===== src/rtl/stage_1_fetch.sv =====
// Instruction fetch stage: one outstanding imem request, one-entry hold buffer
// for decode back-pressure, and redirect-driven flush with late-response kill.
module stage_1_fetch #(
  parameter logic [31:0] RESET_PC = 32'h0000_0000
) (
  input  logic        clk,
  input  logic        rst,
  input  logic        stall,
  input  logic        redirect_enable,
  input  logic [31:0] redirect_addr,
  output logic        imem_req_out,
  output logic [31:0] imem_addr_out,
  input  logic        imem_ready,
  input  logic        imem_valid,
  input  logic [31:0] imem_data,
  output logic [31:0] instruction_out,
  output logic [31:0] pc_out,
  output logic        discard_out
);

  localparam int unsigned XLEN = 32;
  localparam logic [XLEN-1:0] NOP_INSN = 32'h0000_0013;
  localparam logic [XLEN-1:0] PC_STEP  = XLEN'(4);

  typedef enum logic [1:0] {
    S_REQ  = 2'd0,
    S_WAIT = 2'd1,
    S_HOLD = 2'd2
  } state_e;

  state_e          state_q;
  state_e          state_d;
  logic [XLEN-1:0] pc_q;
  logic [XLEN-1:0] fetch_pc_q;
  logic [XLEN-1:0] hold_data_q;
  logic [XLEN-1:0] hold_pc_q;
  logic            hold_valid_q;
  logic            kill_q;

  logic            fire;
  logic            deliver_rsp;
  logic            deliver_hold;
  logic            capture_hold;
  logic            set_kill;
  logic            clr_kill;

  // State register
  always_ff @(posedge clk or posedge rst) begin
    if (rst) begin
      state_q <= S_REQ;
    end else begin
      state_q <= state_d;
    end
  end

  // Next-state logic; redirect outranks every other event
  always_comb begin
    state_d = state_q;
    case (state_q)
      S_REQ: begin
        if (!redirect_enable && imem_ready) begin
          state_d = S_WAIT;
        end
      end
      S_WAIT: begin
        if (redirect_enable) begin
          state_d = imem_valid ? S_REQ : S_WAIT;
        end else if (imem_valid) begin
          if (kill_q || !stall) begin
            state_d = S_REQ;
          end else begin
            state_d = S_HOLD;
          end
        end
      end
      S_HOLD: begin
        if (redirect_enable || !stall) begin
          state_d = S_REQ;
        end
      end
      default: state_d = S_REQ;
    endcase
  end

  // Output / control decode
  always_comb begin
    imem_req_out  = 1'b0;
    imem_addr_out = pc_q;
    fire          = 1'b0;
    deliver_rsp   = 1'b0;
    deliver_hold  = 1'b0;
    capture_hold  = 1'b0;
    set_kill      = 1'b0;
    clr_kill      = 1'b0;
    case (state_q)
      S_REQ: begin
        imem_req_out = ~redirect_enable;
        fire         = ~redirect_enable & imem_ready;
      end
      S_WAIT: begin
        if (redirect_enable) begin
          // A response still in flight after the flush must be swallowed later
          set_kill = ~imem_valid;
          clr_kill = imem_valid;
        end else if (imem_valid) begin
          if (kill_q) begin
            clr_kill = 1'b1;
          end else if (!stall) begin
            deliver_rsp = 1'b1;
          end else begin
            capture_hold = 1'b1;
          end
        end
      end
      S_HOLD: begin
        deliver_hold = ~redirect_enable & ~stall & hold_valid_q;
      end
      default: begin
        imem_req_out = 1'b0;
      end
    endcase
  end

  // PC, request tracking and kill flag
  always_ff @(posedge clk or posedge rst) begin
    if (rst) begin
      pc_q       <= RESET_PC;
      fetch_pc_q <= RESET_PC;
      kill_q     <= 1'b0;
    end else begin
      if (redirect_enable) begin
        pc_q <= redirect_addr;
      end else if (fire) begin
        pc_q <= pc_q + PC_STEP;
      end
      if (fire) begin
        fetch_pc_q <= pc_q;
      end
      if (set_kill) begin
        kill_q <= 1'b1;
      end else if (clr_kill) begin
        kill_q <= 1'b0;
      end
    end
  end

  // One-entry hold buffer for responses that arrive while decode is stalled
  always_ff @(posedge clk or posedge rst) begin
    if (rst) begin
      hold_valid_q <= 1'b0;
      hold_data_q  <= NOP_INSN;
      hold_pc_q    <= RESET_PC;
    end else if (redirect_enable) begin
      hold_valid_q <= 1'b0;
    end else if (capture_hold) begin
      hold_valid_q <= 1'b1;
      hold_data_q  <= imem_data;
      hold_pc_q    <= fetch_pc_q;
    end else if (deliver_hold) begin
      hold_valid_q <= 1'b0;
    end
  end

  // Decode-facing registers: deliver, bubble, or hold under stall
  always_ff @(posedge clk or posedge rst) begin
    if (rst) begin
      instruction_out <= NOP_INSN;
      pc_out          <= RESET_PC;
      discard_out     <= 1'b1;
    end else if (deliver_rsp) begin
      instruction_out <= imem_data;
      pc_out          <= fetch_pc_q;
      discard_out     <= 1'b0;
    end else if (deliver_hold) begin
      instruction_out <= hold_data_q;
      pc_out          <= hold_pc_q;
      discard_out     <= 1'b0;
    end else if (redirect_enable || !stall) begin
      instruction_out <= NOP_INSN;
      discard_out     <= 1'b1;
    end
  end

endmodule


===== config.mk =====
export PLATFORM = sky130hd
export DESIGN_NAME = stage_1_fetch
export DESIGN_NICKNAME = d
export VERILOG_FILES = /design/src/rtl/stage_1_fetch.sv
export SDC_FILE = /design/constraint.sdc
export NUM_CORES = 1
export LEC_CHECK = 0
export CAP_MARGIN = 20
export CORE_MARGIN = 2
export CORE_UTILIZATION = 50
export DETAILED_ROUTE_END_ITERATION = 6
export HOLD_SLACK_MARGIN = 0.1
export PLACE_DENSITY = 0.83
export SLEW_MARGIN = 20
export SYNTH_ARGS = -nofsm -noshare
export SYNTH_HDL_FRONTEND = slang
export SYNTH_SLANG_ARGS = --single-unit

===== constraint.sdc =====
create_clock -name clk -period 19.15 [get_ports clk]
set_input_delay 3.83 -clock clk [delete_from_list [all_inputs] [get_ports clk]]
set_output_delay 3.83 -clock clk [all_outputs]
set_load 0.01 [all_outputs]

* Word-level counts from Yosys, hierarchy flattened
Cells that the tools add are included.
Operators by class: $add $sub $neg 1, $mul 0, divide/modulo/power cells 0, order comparisons 0, eq/ne operators 5, shift operators 0, mux-type cells 41, bitwise operators 6, reductions and logical operators 13
Operators with widths (count):
- 2-to-1 mux 32 bit | 7
- adder 32 x 3 -> 32 bit (second input constant) | 1
- 2-to-1 mux 1 bit | 28
- 2-to-1 mux 2 bit | 5
- case mux 2 bit (3 select lines) | 1
- nonzero test 2 bit | 3
- nonzero test 3 bit | 2
- inequality test 2 bit (second input constant) | 2
- AND 1 bit | 3
- inequality test 3 bit (second input constant) | 1
- NOT 1 bit | 3
- AND reduction 3 bit | 1
- == test 2 x 1 -> 1 bit (second input constant) | 1
- == test 2 bit (second input constant) | 1
- zero test 1 bit | 2
- zero test 2 bit | 1
- logical OR 1 bit | 2
- AND reduction 2 bit | 1
- logical AND 1 bit | 1
Storage, ports and cells: flip-flop bits (word level) 197, latch bits 0, RAM bits 0, memory bits (read-only) 0, input bits 70, output and inout bits 98, memories 0

* Depth between registers and ports, before layout
Gate-level depths: netlist of run 1.
word-level depth 7, depth in mapped cells 8, gate-level depth less buffers 6

* Worst setup path after synthesis of run 1
Ideal clock, no wire load.
kind in2out, from input port redirect_enable, to output port imem_req_out, data arrival time 4.714 ns, slack 10.606 ns, stages 4, path buffers 3, cell sequence buf_2 clkbuf_1 clkbuf_1 nor3_1
Between the ends: word-level cells in the longest chain between the ends 2
Ends and longest elaborated chain:
- start: declaration | RTL line 9 | input logic redirect_enable,
- NOT 1 bit (no line)
- 2-to-1 mux 1 bit | RTL line 95 | case (state_q)
- end: declaration | RTL line 11 | output logic imem_req_out,
Every way passes these cells.

* Worst setup path after layout of run 1
Same ends and word-level chain as after synthesis.

==> flow_metrics.env, run 1 <==
export IMPL_run_status="finished clean"
export IMPL_grt_most_used_layer="met2"
export IMPL_max_stage_delay_ns=0.57
export IMPL_drv_cap=0
export IMPL_p_leak_nw=5.08
export IMPL_synth_common_cells="202 x nand2_1, 190 x dfrtp_1, 67 x mux2_2"
export IMPL_yosys_area_top_type="dfrtp_1"
export IMPL_syn_to_final_growth_pct=30.6
export IMPL_synth_top_area_share_pct=57.6
export IMPL_instances_no_fill=1130
export IMPL_synth_seq_area_share_pct=59.9
export IMPL_dp_hpwl_um=13100
export IMPL_grt_pass1_vias=6205
export IMPL_cts_buffers=17
export IMPL_synth_edf_count=0
export IMPL_hold_buffers=0
export IMPL_drt_initial_drc_count=544
export IMPL_grt_usage_pct=23.5
export IMPL_synth_cell_types=49
export IMPL_io_pins=168
export IMPL_peakVddDrop_v=0.0000773
export IMPL_cts_resized=0
export IMPL_die_height_um=132
export IMPL_postCtsSetupRepairBufs=0
export IMPL_use_met1_pct=33.5
export IMPL_fmax_mhz=113
export IMPL_slowest_stage="clkdlybuf4s50_1"
export IMPL_dpl_worst_slack_ns=10.32
export IMPL_synth_seq_cells=197
export IMPL_place_area_um2=10100
export IMPL_overflow=0
export IMPL_ys_warnings_count=0
export IMPL_die_x_um=132
export IMPL_fin_ws_ns=10.29
export IMPL_worst_setup_path_end_kind="output port"
export IMPL_tightest_slew_ns=0.766
export IMPL_path_cells="buf_2, buf_4, nor3_1, clkdlybuf4s50_1"
export IMPL_synth_net_count=821
export IMPL_n_antenna_cell=0
export IMPL_grt_pass1_wl_um=32900
export IMPL_start_kind="input port"
export IMPL_gr_usage_met2_pct=36.6
export IMPL_clk_path_buf_depth=2
export IMPL_syn_area_um2=8250
export IMPL_clkTransAtPathRegs_ns=0.07
export IMPL_synth_most_common_cell="nand2_1"
export IMPL_clk_latency_ns=0.43
export IMPL_synthCells=750
export IMPL_die_area_um2=17500
export IMPL_vias_per_cell=5.55
export IMPL_critPathRequiredTime_ns=15.32
export IMPL_hold_class="register to register"
export IMPL_fin_skew_ns=0.0106
export IMPL_rsz0062_at_grt="false"
export IMPL_drive_above_1_share_pct=13.8
export IMPL_crit_fanout=55
export IMPL_routed_wl_um=19700
export IMPL_slew_headroom_pct=48.9
export IMPL_syn_avg_cell_area_um2=11.0
export IMPL_postRouteAntennaNets=0
export IMPL_io_buffers=167
export IMPL_clock_sinks=197
export IMPL_grt_util_met3_pct=4.60
export IMPL_fin_area_um2=10800
export IMPL_finalSetupViolations=0
export IMPL_synthFlopType="dfrtp_1"
export IMPL_place_gp_congestion=0.849
export IMPL_vias=6269
export IMPL_cts_tree="done"
export IMPL_crit_family="buffers and inverters"
export IMPL_row_count=46
export IMPL_core_um2=16000
export IMPL_dp_cells=1098
export IMPL_final_max_slew_viol_count=0
export IMPL_dr_pass1_iters=6
export IMPL_fin_crit_ns=8.86
export IMPL_drc=0
export IMPL_pwr_density_cell_nw_per_um2=113
export IMPL_total_power_mw=1.22
export IMPL_fin_tns_setup_ns=0
export IMPL_htreeDepth=4
export IMPL_fillerInstances=1208
export IMPL_final_nets=972
export IMPL_cp_num_buf_inv=3
export IMPL_clockRootBuffer="clkbuf_16"
export IMPL_wl_per_cell_um=17.4
export IMPL_cp_arrival_ns=5.03
export IMPL_synth_async_sr_flop_share_pct=100
export IMPL_hold_viol=0
export IMPL_antenna_found_initial=0
export IMPL_grt_start_max_net_pins=117
export IMPL_path_class="input port to output port"
export IMPL_yosys_top_cells_area="dfrtp_1 58%, nand2_1 9.2%, mux2_2 9.1%"
export IMPL_min_period_over_period_pct=46.3
export IMPL_start_util_pct=51.6
-- kinds of logic (layout without fill, tap and decap cells) --
group	Yosys count	in the layout	synth area share [%]
compound gates	107	107	10.0
fa+ha+maj	1	1	0.152
mux	69	69	9.39
simple gates	283	283	15.2
flops	197	197	59.9
xor+xnor	15	15	1.59
buf+inv	78	242	3.79
-- placed cells by master (no fill, tap or decap), drive strengths merged, types with 2 or more instances in the layout --
cell type,synthesis,final
clkdlybuf4s50,0,166
and3,4,4
dfstp,7,7
nor3,4,4
o22ai,3,3
buf,10,11
clkinv,1,5
xor2,9,9
and4,5,5
or3,7,7
mux2,67,67
clkinvlp,0,2
a222oi,29,29
nor2,17,17
a21oi,4,4
inv,32,33
o21ai,19,19
o211ai,7,7
nor2b,3,3
nand2,202,202
nand4,10,10
a22oi,33,33
nand3,16,16
mux2i,2,2
o311ai,5,5
xnor2,6,6
clkbuf,35,19
dfrtp,190,190
nor4,4,4
and2,2,2
or2,2,2
bufinv,0,6
a221o,2,2
nor3b,2,2
-- tightest hold or removal path, delay by kind of cell, from the launching register on --
family | cells | cell delay (ns)
simple gates | 2 | 0.11
flops | 1 | 0.34
-- metal layers --
| layer | up-vias | wire length [µm] | share of wire (%) |
|---|---|---|---|
| li1 | 2931 | - | - |
| met1 | 3061 | 8720 | 44 |
| met2 | 254 | 9210 | 47 |
| met3 | 23 | 1410 | 7.1 |
| met4 | 0 | 332 | 1.7 |
| met5 | - | 0 | 0 |
-- final timing paths --
kind	from	end	slack, ns	cells past startpoint
setup / recovery	redirect_enable	imem_req_out	10.29	4
hold / removal	pc_out[28]	pc_out[28]	0.47	2
setup reg to reg	state_q[1]	hold_data_q[31]	16.59	5
hold reg to reg	pc_out[28]	pc_out[28]	0.47	2
max in group asynchronous	rst	pc_out[21]	13.95	3
min in group asynchronous	rst	hold_data_q[30]	3.97	2
-- cell type report --
cell class / instances / area (µm²) / share of cell area (%)
flip-flops and latches: 197 / 4940 / 45.8
multi-input cells: 475 / 3020 / 28.0
repair buffers: 177 / 1750 / 16.2
clock buffers: 19 / 443 / 4.11
well taps: 216 / 270 / 2.51
clock inverters: 13 / 228 / 2.11
inverters: 33 / 131 / 1.22
-- state kept, by name, summed over array words and instances (netlist names) --
name and flops:
imem_addr_out 32, state_q 2, hold_data_q 32, hold_valid_q 1
pc_out 32, instruction_out 32, fetch_pc_q 32, discard_out 1
hold_pc_q 32, kill_q 1
-- power by group --
part           internal [mW]  leakage (nW)  switching [mW]  total, mW
Clock                  0.248         0.323           0.153      0.401
Sequential             0.520          2.53          0.0670      0.587
Combinational          0.131          2.22          0.0959      0.227
Total                  0.900          5.08           0.316       1.22
-- stage by stage --
step	util (%)	hold WS [ns]
after CTS	67.3	0.477
after floorplan	-	0.461
final	67.3	0.473
after global placement	63.1	0.459
after detailed placement	63.1	0.461
after global routing	67.3	0.491
Note: power is estimated with default switching activity, not from simulation.
==> inputs of run 2 (changes only) <==
==> constraint.sdc (replaced) <==
create_clock -name clk -period 9 [get_ports clk]
set_input_delay 1.8 -clock clk [delete_from_list [all_inputs] [get_ports clk]]
set_output_delay 1.8 -clock clk [all_outputs]
set_load 0.01 [all_outputs]
==> flow_metrics.env, run 2 (synthesis results as in run 1) <==
export IMPL_run_status="finished clean"
export IMPL_final_util_pct=66.9
export IMPL_start_util_pct=51.6
export IMPL_fmax_mhz=211
export IMPL_timing_hold_ws_ns=0.475
export IMPL_p_leak_nw=5.04
export IMPL_die_height_um=132
export IMPL_postCtsSetupRepairBufs=0
export IMPL_syn_to_final_growth_pct=29.8
export IMPL_core_um2=16000
export IMPL_dr_pass1_iters=6
export IMPL_drv_cap=0
export IMPL_finalSetupViolations=0
export IMPL_vias_per_cell=5.63
export IMPL_hold_class="register to register"
export IMPL_cts_resized=0
export IMPL_cts_buffers=17
export IMPL_drive_above_1_share_pct=13.7
export IMPL_hold_buffers=0
export IMPL_cp_arrival_ns=2.95
export IMPL_instances_no_fill=1129
export IMPL_fin_crit_ns=4.75
export IMPL_clk_latency_ns=0.44
export IMPL_routed_wl_um=20300
export IMPL_dp_cells=1097
export IMPL_die_area_um2=17500
export IMPL_overflow=0
export IMPL_final_nets=971
export IMPL_io_buffers=167
export IMPL_grt_pass1_vias=6313
export IMPL_clock_sinks=197
export IMPL_start_kind="input port"
export IMPL_final_max_slew_viol_count=0
export IMPL_fin_tns_setup_ns=0
export IMPL_crit_fanout=55
export IMPL_min_period_over_period_pct=52.8
export IMPL_vias=6351
export IMPL_worst_setup_path_end_kind="output port"
export IMPL_fin_skew_ns=0.00952
export IMPL_drt_initial_drc_count=586
export IMPL_clockRootBuffer="clkbuf_16"
export IMPL_layout_commonest_cell="nand2_1"
export IMPL_clk_path_buf_depth=2
export IMPL_postRouteAntennaNets=0
export IMPL_place_gp_congestion=0.838
export IMPL_io_pins=168
export IMPL_drc=0
export IMPL_clkTransAtPathRegs_ns=0.07
export IMPL_grt_pass1_wl_um=33000
export IMPL_cts_tree="done"
export IMPL_grt_usage_pct=23.5
export IMPL_total_power_mw=2.52
export IMPL_dp_hpwl_um=13300
export IMPL_n_antenna_cell=0
export IMPL_htreeDepth=4
export IMPL_tightest_slew_ns=0.936
export IMPL_peakVddDrop_v=0.000164
export IMPL_path_class="input port to output port"
export IMPL_antenna_found_initial=0
export IMPL_final_cell_mix="201 x nand2_1, 190 x dfrtp_1, 166 x clkdlybuf4s50_1"
export IMPL_wl_per_cell_um=17.9
export IMPL_rsz0062_at_grt="false"
export IMPL_hold_viol=0
export IMPL_pwr_density_cell_nw_per_um2=236
export IMPL_row_count=46
export IMPL_ff2ff_setup_slack_ns=6.22
export IMPL_critPathRequiredTime_ns=7.20
export IMPL_die_x_um=132
export IMPL_grt_start_max_net_pins=113
export IMPL_slew_headroom_pct=37.1
run 2: cell count changes in the layout (fill, tap and decap cells not counted):
cell        before  now
clkinvlp_4       2    4
bufinv_16        6    3
inv_8            1    2
inv_6            1    2
buf_4            9    8
clkinv_4         1    2
clkinv_2         3    1
run 2: report_power, final:
part | internal (mW) | switching (mW) | total, mW
combinational | 0.279 | 0.203 | 0.482
sequential | 1.11 | 0.146 | 1.25
clock | 0.449 | 0.341 | 0.790
run 2: worst max-delay path, cell delays in order:
cell and delay, ns:
buf_2 0.09, buf_4 0.29, nor3_1 0.20, clkdlybuf4s50_1 0.56
run 2: per-stage QoR:
| step | setup WS [ns] | area [µm²] |
|---|---|---|
| after floorplan | 1.84 | 8250 |
| after global placement | 4.26 | 10100 |
| after detailed placement | 4.26 | 10100 |
| after CTS | 4.24 | 10700 |
| after global routing | 4.19 | 10700 |
| final | 4.25 | 10700 |
run 2: final cells by class:
cell class / count / area [µm²]
Fill cell: 1264 / 5290
Timing Repair Buffer: 176 / 1740
Tap cell: 216 / 270
Multi-Input combinational cell: 475 / 3020
Sequential cell: 197 / 4940
Clock buffer: 19 / 443
Inverter: 33 / 131
Clock inverter: 13 / 171
run 2: worst paths after layout:
| path | start | endpoint | cells past startpoint |
|---|---|---|---|
| setup reg to reg | state_q[0] | imem_addr_out[30] | 5 |
| min in group asynchronous | rst | instruction_out[21] | 2 |
| hold reg to reg | pc_out[17] | pc_out[17] | 2 |
| hold / removal | pc_out[17] | pc_out[17] | 2 |
| max in group asynchronous | rst | imem_addr_out[30] | 3 |
| setup / recovery | redirect_enable | imem_req_out | 4 |
run 2: metal layers:
layer / GRT usage, % / wire length (µm)
met1: 33.4 / 8860
met2: 35.9 / 9380
met3: 4.67 / 1500
met4: 9.44 / 523
met5: 0 / 0
==> inputs of run 3 (changes only) <==
--- a/config.mk
+++ b/config.mk
@@ -7,10 +7,10 @@
 export LEC_CHECK = 0
 export CAP_MARGIN = 20
 export CORE_MARGIN = 2
-export CORE_UTILIZATION = 50
+export CORE_UTILIZATION = 46
 export DETAILED_ROUTE_END_ITERATION = 6
 export HOLD_SLACK_MARGIN = 0.1
-export PLACE_DENSITY = 0.83
+export PLACE_DENSITY = 0.81
 export SLEW_MARGIN = 20
 export SYNTH_ARGS = -nofsm -noshare
 export SYNTH_HDL_FRONTEND = slang
==> constraint.sdc (replaced) <==
create_clock -name clk -period 3.8 [get_ports clk]
set_input_delay 0.76 -clock clk [delete_from_list [all_inputs] [get_ports clk]]
set_output_delay 0.76 -clock clk [all_outputs]
set_load 0.01 [all_outputs]
==> flow_metrics.env, run 3 (synthesis results as in run 1) <==
export IMPL_run_status="finished with violations"
export IMPL_violations="design-rule violations"
export IMPL_clkTransAtPathRegs_ns=0.07
export IMPL_fmax_mhz=376
export IMPL_io_buffers=167
export IMPL_p_leak_nw=5.09
export IMPL_cts_resized=0
export IMPL_regToRegStartpoint="state_q[1]"
export IMPL_final_cell_mix="201 x nand2_1, 190 x dfrtp_1, 166 x clkdlybuf4s50_1"
export IMPL_final_max_slew_viol_count=0
export IMPL_rsz0062_at_grt="false"
export IMPL_fin_skew_ns=0.00777
export IMPL_fin_tns_setup_ns=0
export IMPL_start_util_pct=47.4
export IMPL_overflow=0
export IMPL_finalSetupViolations=0
export IMPL_postRouteAntennaNets=0
export IMPL_antenna_found_initial=0
export IMPL_cp_arrival_ns=2.98
export IMPL_place_gp_congestion=0.862
export IMPL_clk_path_buf_depth=2
export IMPL_clock_sinks=197
export IMPL_worstHoldStart="pc_out[16]"
export IMPL_worst_r2r_path_depth=5
export IMPL_path_class="input port to register"
export IMPL_hold_class="register to register"
export IMPL_max_stage_delay_ns=0.55
export IMPL_drv_cap=0
export IMPL_clockRootBuffer="clkbuf_16"
export IMPL_vias_per_cell=5.52
export IMPL_crit_fanout=33
export IMPL_syn_to_final_growth_pct=31.1
export IMPL_dr_pass1_iters=7
export IMPL_crit_family="simple AND/OR/NAND/NOR gates"
export IMPL_io_pins=168
export IMPL_ff2ff_setup_slack_ns=1.32
export IMPL_fillerInstances=1395
export IMPL_layout_commonest_cell="nand2_1"
export IMPL_die_x_um=138
export IMPL_peakVddDrop_v=0.000357
export IMPL_grt_start_max_net_pins=81
export IMPL_worst_setup_path_end_kind="register"
export IMPL_slew_headroom_pct=42.7
export IMPL_start_kind="input port"
export IMPL_grt_pass1_wl_um=32300
export IMPL_routed_wl_um=20400
export IMPL_cts_tree="done"
export IMPL_n_antenna_cell=0
export IMPL_row_count=48
export IMPL_r2r_end="hold_data_q[7]"
export IMPL_die_height_um=138
export IMPL_slowest_stage="nand2_2"
export IMPL_total_power_mw=6.08
export IMPL_vias=6307
export IMPL_wl_per_cell_um=17.9
export IMPL_dp_cells=1111
export IMPL_drt_initial_drc_count=619
export IMPL_hold_path_depth=2
export IMPL_drive_above_1_share_pct=14.3
export IMPL_htreeDepth=4
export IMPL_grt_pass1_vias=6164
export IMPL_die_area_um2=19000
export IMPL_grt_usage_pct=22.0
export IMPL_drc=6
export IMPL_hold_buffers=0
export IMPL_final_nets=976
export IMPL_dp_hpwl_um=13700
export IMPL_tightest_slew_ns=0.856
export IMPL_hold_viol=0
export IMPL_cts_buffers=17
export IMPL_postCtsSetupRepairBufs=0
export IMPL_final_util_pct=62.1
export IMPL_instances_no_fill=1143
export IMPL_cp_num_buf_inv=2
export IMPL_clk_latency_ns=0.44
export IMPL_core_um2=17400
export IMPL_hold_path_end="pc_out[16]"
export IMPL_timing_hold_ws_ns=0.473
export IMPL_critPathRequiredTime_ns=4.12
export IMPL_min_period_over_period_pct=70.0
export IMPL_fin_crit_ns=2.66
export IMPL_path_cells="clkdlybuf4s50_1, nand3b_1, nor2_1, nand2_2, buf_12, mux2_2"
export IMPL_pwr_density_cell_nw_per_um2=562
==> run 3: cell count changes in the layout (fill, tap and decap cells not counted) <==
cell	before	now
buf_6	1	0
bufinv_16	3	4
clkbuf_8	1	0
clkbuf_1	1	0
clkinv_4	2	0
buf_4	8	11
inv_6	2	5
buf_12	0	3
==> run 3: area by class of cell <==
| type | instances | area (µm²) | share of cell area, % |
|---|---|---|---|
| well taps | 225 | 282 | 2.60 |
| flip-flops and latches | 197 | 4940 | 45.7 |
| clock inverters | 15 | 214 | 1.98 |
| clock buffers | 17 | 425 | 3.93 |
| repair buffers | 181 | 1810 | 16.7 |
| multi-input cells | 475 | 3020 | 27.9 |
| inverters | 33 | 128 | 1.18 |
==> run 3: worst register-to-register path, delay by kind of cell (launching register included) <==
kind | cells | cell delay (ns)
buffers and inverters | 1 | 0.42
and+or+nand+nor | 3 | 1.12
DFF | 1 | 0.53
muxes | 1 | 0.29
==> run 3: stage by stage <==
stage               cell area, µm²  setup slack (ns)
global placement             10200             0.771
CTS                          10800              1.16
detailed placement           10200             0.710
finish                       10800              1.14
floorplan                     8250             0.499
global route                 10800              1.03
==> run 3: per-layer routing <==
metal	wire length, µm	track usage, %	vias up
met5	0	0	-
met4	406	7.65	0
met3	1440	4.68	34
met2	9520	34.1	240
met1	9070	31.0	3091
li1	-	-	2942
==> run 3: how the worst max path moves through the flow <==
stage | end | cells past startpoint | slack, ns | start
final | hold_data_q[7] | 6 | 1.14 | imem_valid
after global routing | hold_data_q[20] | 6 | 1.03 | imem_valid
after CTS | hold_data_q[19] | 6 | 1.16 | imem_valid
after detailed placement | hold_data_q[19] | 6 | 0.71 | imem_valid
after global placement | hold_data_q[6] | 6 | 0.77 | imem_valid
after floorplan | fetch_pc_q[0] | 1 | 0.50 | rst
==> run 3: power by group <==
| group | switching, mW | leakage [nW] | internal (mW) |
|---|---|---|---|
| logic | 0.489 | 2.25 | 0.667 |
| clock network | 0.831 | 0.305 | 1.12 |
| registers | 0.350 | 2.53 | 2.62 |
